## src/rtl/bru_pkg.sv

```systemverilog
// Branch resolve unit shared types and constants.
// Slot bundle and B-type immediate helper used by the EX-stage resolver.
package bru_pkg;

    localparam int BRU_XLEN = 32;

    localparam logic [6:0] OPC_BRANCH = 7'b1100011;

    localparam logic [2:0] F3_BEQ  = 3'b000;
    localparam logic [2:0] F3_BNE  = 3'b001;
    localparam logic [2:0] F3_BLT  = 3'b100;
    localparam logic [2:0] F3_BGE  = 3'b101;
    localparam logic [2:0] F3_BLTU = 3'b110;
    localparam logic [2:0] F3_BGEU = 3'b111;

    typedef struct packed {
        logic                valid;
        logic [BRU_XLEN-1:0] pc;
        logic [31:0]         inst;
        logic                predict;
    } bslot_t;

    function automatic logic [31:0] b_imm(input logic [31:0] inst);
        return {{20{inst[31]}}, inst[7], inst[30:25], inst[11:8], 1'b0};
    endfunction

endpackage

```

## src/rtl/branch_resolve_unit_cond.sv

```systemverilog
// Branch condition evaluator: funct3 plus operands to {is_valid_f3, cond}.
// Purely combinational.
module branch_cond_eval
    import bru_pkg::*;
#(
    parameter int XLEN = 32
) (
    input  logic [2:0]      funct3,
    input  logic [XLEN-1:0] a,
    input  logic [XLEN-1:0] b,
    output logic            is_valid_f3,
    output logic            cond
);

    logic eq;
    logic lt;
    logic ltu;

    assign eq  = (a == b);
    assign lt  = ($signed(a) < $signed(b));
    assign ltu = (a < b);

    always_comb begin
        is_valid_f3 = 1'b0;
        cond        = 1'b0;
        unique case (funct3)
            F3_BEQ:  begin is_valid_f3 = 1'b1; cond = eq;   end
            F3_BNE:  begin is_valid_f3 = 1'b1; cond = !eq;  end
            F3_BLT:  begin is_valid_f3 = 1'b1; cond = lt;   end
            F3_BGE:  begin is_valid_f3 = 1'b1; cond = !lt;  end
            F3_BLTU: begin is_valid_f3 = 1'b1; cond = ltu;  end
            F3_BGEU: begin is_valid_f3 = 1'b1; cond = !ltu; end
            default: begin is_valid_f3 = 1'b0; cond = 1'b0; end
        endcase
    end

endmodule

```

## src/rtl/branch_resolve_unit.sv

```systemverilog
// EX-stage branch resolver: ID/EX prediction slots, mispredict flush, redirect PC.
// Optional BRU_STATS_EN adds saturating branch / mispredict counters.
module branch_resolve_unit
    import bru_pkg::*;
#(
    parameter int XLEN = BRU_XLEN
) (
    input  logic            clk,
    input  logic            rst,
    input  logic            if_valid,
    input  logic [XLEN-1:0] if_pc,
    input  logic [31:0]     if_inst,
    input  logic            if_predict,
    input  logic            stall,
    input  logic [XLEN-1:0] ex_rs1_data,
    input  logic [XLEN-1:0] ex_rs2_data,
`ifdef BRU_STATS_EN
    output logic [XLEN-1:0] stat_branches,
    output logic [XLEN-1:0] stat_mispredicts,
`endif
    output logic            b_check,
    output logic            b_take,
    output logic            flush,
    output logic [XLEN-1:0] redirect_pc
);

    bslot_t id_q;
    bslot_t ex_q;

    logic            f3_ok;
    logic            cond;
    logic            is_branch;
    logic [XLEN-1:0] imm_x;
    logic [XLEN-1:0] target;
    logic [XLEN-1:0] seq_pc;
    logic            unused_inst;

    // Flush outranks stall so wrong-path work never survives a hold.
    always_ff @(posedge clk or negedge rst) begin
        if (!rst) begin
            id_q <= '0;
            ex_q <= '0;
        end else if (flush) begin
            id_q.valid <= 1'b0;
            ex_q.valid <= 1'b0;
        end else if (stall) begin
            ex_q.valid <= 1'b0;
        end else begin
            id_q <= '{valid: if_valid, pc: if_pc,
                      inst: if_inst, predict: if_predict};
            ex_q <= id_q;
        end
    end

    branch_cond_eval #(
        .XLEN(XLEN)
    ) u_cond (
        .funct3      (ex_q.inst[14:12]),
        .a           (ex_rs1_data),
        .b           (ex_rs2_data),
        .is_valid_f3 (f3_ok),
        .cond        (cond)
    );

    assign is_branch = (ex_q.inst[6:0] == OPC_BRANCH) && f3_ok;
    assign b_check   = ex_q.valid && is_branch;
    assign b_take    = b_check && cond;
    assign flush     = b_check && (b_take != ex_q.predict);

    assign imm_x     = XLEN'($signed(b_imm(ex_q.inst)));
    assign target    = ex_q.pc + imm_x;
    assign seq_pc    = ex_q.pc + XLEN'(4);

    assign redirect_pc = flush ? (b_take ? target : seq_pc) : '0;

    assign unused_inst = ^ex_q.inst[24:15];

`ifdef BRU_STATS_EN
    always_ff @(posedge clk or negedge rst) begin
        if (!rst) begin
            stat_branches    <= '0;
            stat_mispredicts <= '0;
        end else begin
            if (b_check && (stat_branches != '1))
                stat_branches <= stat_branches + XLEN'(1);
            if (flush && (stat_mispredicts != '1))
                stat_mispredicts <= stat_mispredicts + XLEN'(1);
        end
    end
`endif

endmodule

```

## config.mk

```make
export PLATFORM = sky130hd
export DESIGN_NAME = branch_resolve_unit
export DESIGN_NICKNAME = d
export VERILOG_FILES = /design/src/rtl/bru_pkg.sv /design/src/rtl/branch_resolve_unit_cond.sv /design/src/rtl/branch_resolve_unit.sv
export SDC_FILE = /design/constraint.sdc
export NUM_CORES = 1
export LEC_CHECK = 0
export ABC_CLOCK_PERIOD_IN_PS = 3600
export BUFFER_PORTS_ARGS = -buffer_cell sky130_fd_sc_hd__buf_2
export CAP_MARGIN = 40
export CELL_PAD_IN_SITES_DETAIL_PLACEMENT = 0
export CELL_PAD_IN_SITES_GLOBAL_PLACEMENT = 2
export CORE_MARGIN = 10
export CORE_UTILIZATION = 31
export DETAILED_ROUTE_END_ITERATION = 12
export PLACE_DENSITY = 0.83
export SLEW_MARGIN = 20
export SYNTH_ARGS = -nofsm -noshare
export SYNTH_HDL_FRONTEND = slang
export SYNTH_SLANG_ARGS = --single-unit
```

## constraint.sdc

```tcl
create_clock -name clk -period 3.6 [get_ports clk]
set_clock_uncertainty 0.15 [all_clocks]
set_input_delay 0.54 -clock clk [delete_from_list [all_inputs] [get_ports clk]]
set_output_delay 0.54 -clock clk [all_outputs]
set_load 0.01 [all_outputs]
```

Yosys cells after proc, flatten, opt, wreduce, memory -nomap -nowiden
Cells that the tools add are included.
{ "totals": {"regBits": 132, "in_bits": 133, "out_inout_bits": 35, "word_cells": 41} }
{ "classes": {"add_sub_neg": 2, "order_cmp": 2, "eq_ne": 9, "mux": 8, "bitwise_logic": 2, "reduce_logical": 10} }
{ "op_table": {"columns": ["op", "n"], "rows": [
  ["$mux 66", 1],
  ["$lt 32x32->1", 2],
  ["$mux 32", 2],
  ["$add 32x3->32 const B", 1],
  ["$add 32x32->32", 1],
  ["$eq 32x32->1", 1],
  ["$eq 3x3->1 const B", 4],
  ["$eq 7x7->1 const B", 1],
  ["$pmux 1 s6", 1],
  ["$reduce_or 6->1", 1],
  ["$logic_and 1x1->1", 4],
  ["$mux 1", 4],
  ["$eq 3x1->1 const B", 1],
  ["$logic_not 1->1", 3],
  ["$logic_not 3->1", 1],
  ["$ne 2x1->1 const B", 1],
  ["$not 1->1", 2],
  ["$reduce_and 2->1", 1],
  ["$ne 1x1->1", 1]
]} }

Logic depth before layout (Yosys ltp)
{ "logic_depth": {"ltp_word": 10, "ltp_mapped": 14} }

Hierarchy
From an unflattened synthesis, not the netlist that was laid out.
{ "unflattened": {"cells_unflattened": 737, "hier_area_um2": 7517.2} }
{ "modules_own_cells": {"columns": ["module", "n_inst", "cells_per_inst", "area_each_um2", "seq_area_each_um2"], "rows": [
  ["branch_resolve_unit", 1, 616, 6631.4, 2802.7],
  ["branch_cond_eval", 1, 121, 885.8, 0.0]
]} }

Least setup slack after synthesis
OpenSTA, ideal clock, no wires.
{ "synth_path": {"path_type": "input-to-output", "start": "input port ex_rs2_data[5]", "end": "output port redirect_pc[20]", "arrival_ps": 3209, "required_time_ps": 2910, "setup_slack_ps": -299, "path_stages": 12, "cell_sequence": "inv_1 -> ha_1 -> a21oi_1 -> o21ai_1 -> a221o_1 -> o31a_1 -> or3_1 -> a31oi_4 -> nor2_1 -> clkbuf_1 -> buf_1 -> a211oi_1"} }
{ "synth_between": {"elab_chain_cells": 7} }
{ "synth_rtl": {"columns": ["item", "line_no", "rtl"], "rows": [
  ["from (decl)", "branch_resolve_unit.sv:16", "input logic [XLEN-1:0] ex_rs2_data,"],
  ["$lt 32x32->1 (tied with other cells)", "branch_resolve_unit_cond.sv:21", "assign ltu = (a < b);"],
  ["$logic_not 1->1 (on tied branches)", "branch_resolve_unit_cond.sv:32, branch_resolve_unit_cond.sv:28, branch_resolve_unit_cond.sv:30", null],
  ["$pmux 1 s6 *", "branch_resolve_unit_cond.sv:26", "unique case (funct3)"],
  ["$logic_and 1x1->1 *", "branch_resolve_unit.sv:67", "assign b_take = b_check && cond;"],
  ["via b_take", "branch_resolve_unit.sv:22", "output logic b_take,"],
  ["$ne 1x1->1", "branch_resolve_unit.sv:68", "assign flush = b_check && (b_take != ex_q.predict);"],
  ["$logic_and 1x1->1", "branch_resolve_unit.sv:68", null],
  ["$mux 32 *", "branch_resolve_unit.sv:74", "assign redirect_pc = flush ? (b_take ? target : seq_pc) : '0;"],
  ["to (decl)", "branch_resolve_unit.sv:24", "output logic [XLEN-1:0] redirect_pc"]
]} }
Mark *: on every way through the listed nets, which the timed path passes. The rest lies on a longest branch.

Final worst setup path
{ "layout_path": {"start": "register ex_q[32] in the netlist's numbering", "end": "output port redirect_pc[31]"} }
{ "layout_between": {"elab_chain_cells": 3} }
{ "layout_rtl": {"columns": ["item", "line_no", "rtl"], "rows": [
  ["from (decl)", "branch_resolve_unit.sv:28", "bslot_t ex_q;"],
  ["from (signal assigned)", "branch_resolve_unit.sv:51", "ex_q <= id_q;"],
  ["$add 32x32->32", "branch_resolve_unit.sv:71", "assign target = ex_q.pc + imm_x;"],
  ["$mux 32 (2 in a row)", "branch_resolve_unit.sv:74", null]
]} }
Every way passes these cells.

==> metrics.yaml <==
logic_synthesis:
  yosysUniqueCellTypes: 60
  synth_ff_type: "dfrtp_1"
  synth-xor-area-share: 0.0609
  synth.area.top_cells: "dfrtp_1 (37%), mux2_2 (13%), ha_1 (11%)"
  muxShareOfSynthArea: 0.175
  ys_seq_elements: 112
  synth_top_family_by_area: "multiplexers"
  ys_seq_area_frac: 0.375
  synth_top_cell_area_share: 0.375
  synth_edf_count: 0
  syn_nets: 914
  synth-compound-area-share: 0.124
  synth_area_per_cell_um2: 10.4
  ys_warn_count: 0
  synth_area_um2: 7480
  syn_inst: 717
  synthSimpleGateAreaFrac: 0.121
  synth_fa_ha_area_frac: 0.108
  synth_top_cell_by_area: "dfrtp_1"
  synthArstFlopShare: 1.00
final_layout:
  final_area_um2: 12000
  areaGrowthSynthToFinish_pct: 60.1
  final_cell_mix: "buf_2 (139), buf_4 (115), dfrtp_1 (111)"
  drive_gt1_frac: 0.543
  antennaDiodeCount: 0
  fin_util: 0.507
  mostFrequentLayoutCell: "buf_2"
  stdcell_count: 1353
  fin_nets: 1227
worst_setup_path:
  end_kind: "primary output"
  worstPathArrival_ns: 3.24
  cp.required_ns: 2.91
  criticalPathCategory: "register to primary output"
  worstPathMaxFanout: 10
  cp-start-kind: "register"
sta:
  tns_ns: -20.40
  final_max_slew_viol_count: 0
  hold_violations: 0
  relSlewSlack: 0.699
  post-route-min-period_ns: 3.93
  fin_hold_ws_ns: 0.257
  fin_ws_ns: -0.328
  worst_slew_pin_slew_ns: 0.448
  period_share: 1.09
  rsz0062_at_grt: "true"
  timing.fmax_mhz: 255
  setup_viol: 135
pwr:
  p_per_area_nw_per_um2: 389
  p_leak_nw: 5.71
  ir_drop_mv: 0.267
drt:
  vias_per_cell: 4.83
  drc: 0
  wl_um: 24200
  vias: 6541
  m1WireLength_um: 11200
  met3_length_um: 735
  antenna_left: 0
  drtIter0Drc: 250
  dr.pass1.iters: 4
  met2WireLength_um: 12000
  top_layer_used: "met4"
  wl_per_cell_um: 17.9
placement:
  port_buffers: 157
  placed_area_um2: 9920
  dp.cells: 1295
  dpl.hpwl_um: 16700
  routabilityCongestion: 0.829
global_route:
  antenna_found_initial: 0
  grt_max_degree: 59
  grt_first_pass_wirelength_um: 35700
  grt_pass1_vias: 6779
  grt_overflow_total: 0
  grtUsageTotal: 0.142
clock_network:
  clk_pin_slew_ns: 0.08
  cts.sinks: 112
  clock-root-buffer: "clkbuf_16"
  cts_buffer_depth: 2
  cts_htree_levels: 3
  numCtsBuffers: 9
  tritoncts: "yes"
  insertion_delay_ns: 0.36
floorplan:
  initial_core_util: 0.317
  die_h_um: 175
  dieArea_um2: 30700
  placementRows: 56
  die_w_um: 175
  io_pins: 168
  core-area_um2: 23600
run_status:
  outcome: "finished, violations left"
  violations: "setup timing"
min_path:
  hold_path.class: "input pin to register"
flow_run:
  max_cap_viol_count: 0
## cell usage after synthesis, types with 3 or more instances
| master | instances |
|---|---|
| and3_1 | 12 |
| a21oi_1 | 32 |
| nand3_1 | 19 |
| or2_2 | 5 |
| ha_1 | 63 |
| nor2_1 | 47 |
| inv_1 | 41 |
| a31oi_1 | 5 |
| xor2_1 | 22 |
| a221oi_1 | 3 |
| nand2_1 | 41 |
| a211oi_1 | 31 |
| o211ai_1 | 3 |
| o21ai_0 | 22 |
| dfrtp_1 | 112 |
| o21a_1 | 5 |
| a21o_1 | 13 |
| mux2i_1 | 3 |
| nand4_1 | 9 |
| xnor2_1 | 30 |
| and2_1 | 9 |
| clkbuf_1 | 8 |
| mux2_2 | 88 |
| buf_6 | 3 |
| a311oi_1 | 3 |
| a21boi_0 | 3 |
| buf_2 | 9 |
| mux2_4 | 19 |
| nor2b_1 | 5 |
| or3_1 | 4 |
| and4_1 | 7 |
| nor3_1 | 6 |
## kinds of logic after synthesis
logic type | after synthesis
AND/OR/NAND/NOR | 178
flip-flops | 112
buffers and inverters | 64
adder cells (fa/ha/maj) | 64
XOR/XNOR | 52
multiplexers | 110
AO/OA/AOI/OAI | 137
## power breakdown
part / internal, mW / switching (mW)
combinational: 1.14 / 0.982
sequential: 1.41 / 0.123
clock: 0.486 / 0.515
total: 3.04 / 1.62
## final cells by class
type	count	area [µm²]
flip-flops and latches	112	2800
inverters	42	200
repair buffers	324	2760
well taps	319	399
multi-input cells	541	5530
fillers	2145	11600
clock inverters	6	57.6
clock buffers	9	225
## through the flow
step	worst slack [ns]	power, mW
6_report	-0.328	4.66
3_5_place_dp	-0.518	3.27
3_3_place_gp	-0.452	3.26
5_1_grt	-0.508	4.96
4_1_cts	-0.360	4.46
2_1_floorplan	-0.0354	2.58
## per-layer routing
metal / global-route usage / vias to the layer above
li1: - / 3233
met1: 0.178 / 3189
met2: 0.248 / 102
met3: 0.0234 / 17
met4: 0.0353 / 0
met5: 0 / -
## repair_timing
item,in CTS,in global routing
cloned,7,12
hold endpoints to repair,0,9
pin swaps,34,25
gates resized for setup,88,163
setup buffers,16,10
hold buffers,0,1
setup endpoints to repair,130,140
## critical path, cell delays in order (launching register included)
cell	delay, ns
dfrtp_2	0.48
buf_6	0.17
ha_1	0.32
a2111oi_2	0.38
buf_4	0.18
nand4b_1	0.15
nor4_4	0.33
nor3_2	0.10
nor4b_4	0.26
nor3_2	0.09
nor3b_2	0.19
buf_4	0.14
buf_6	0.09
## sequential cells by signal, summed over array words and instances, names as in the netlist
register and flops:
ex_q 56, id_q 56
## path summary, 6_finish.rpt
| check | cells after the start | startpoint | endpoint | slack [ns] |
|---|---|---|---|---|
| setup / recovery | 12 | ex_q[32] | redirect_pc[31] | -0.33 |
| hold / removal | 2 | if_pc[29] | id_q[62] | 0.26 |
| setup reg to reg | 14 | ex_q[14] | id_q[55] | 0.42 |
| hold reg to reg | 1 | id_q[65] | ex_q[65] | 0.35 |
| max in group asynchronous | 4 | rst | ex_q[9] | 2.06 |
| min in group asynchronous | 2 | rst | id_q[50] | 0.42 |
Note: power is estimated with default switching activity, not from simulation.
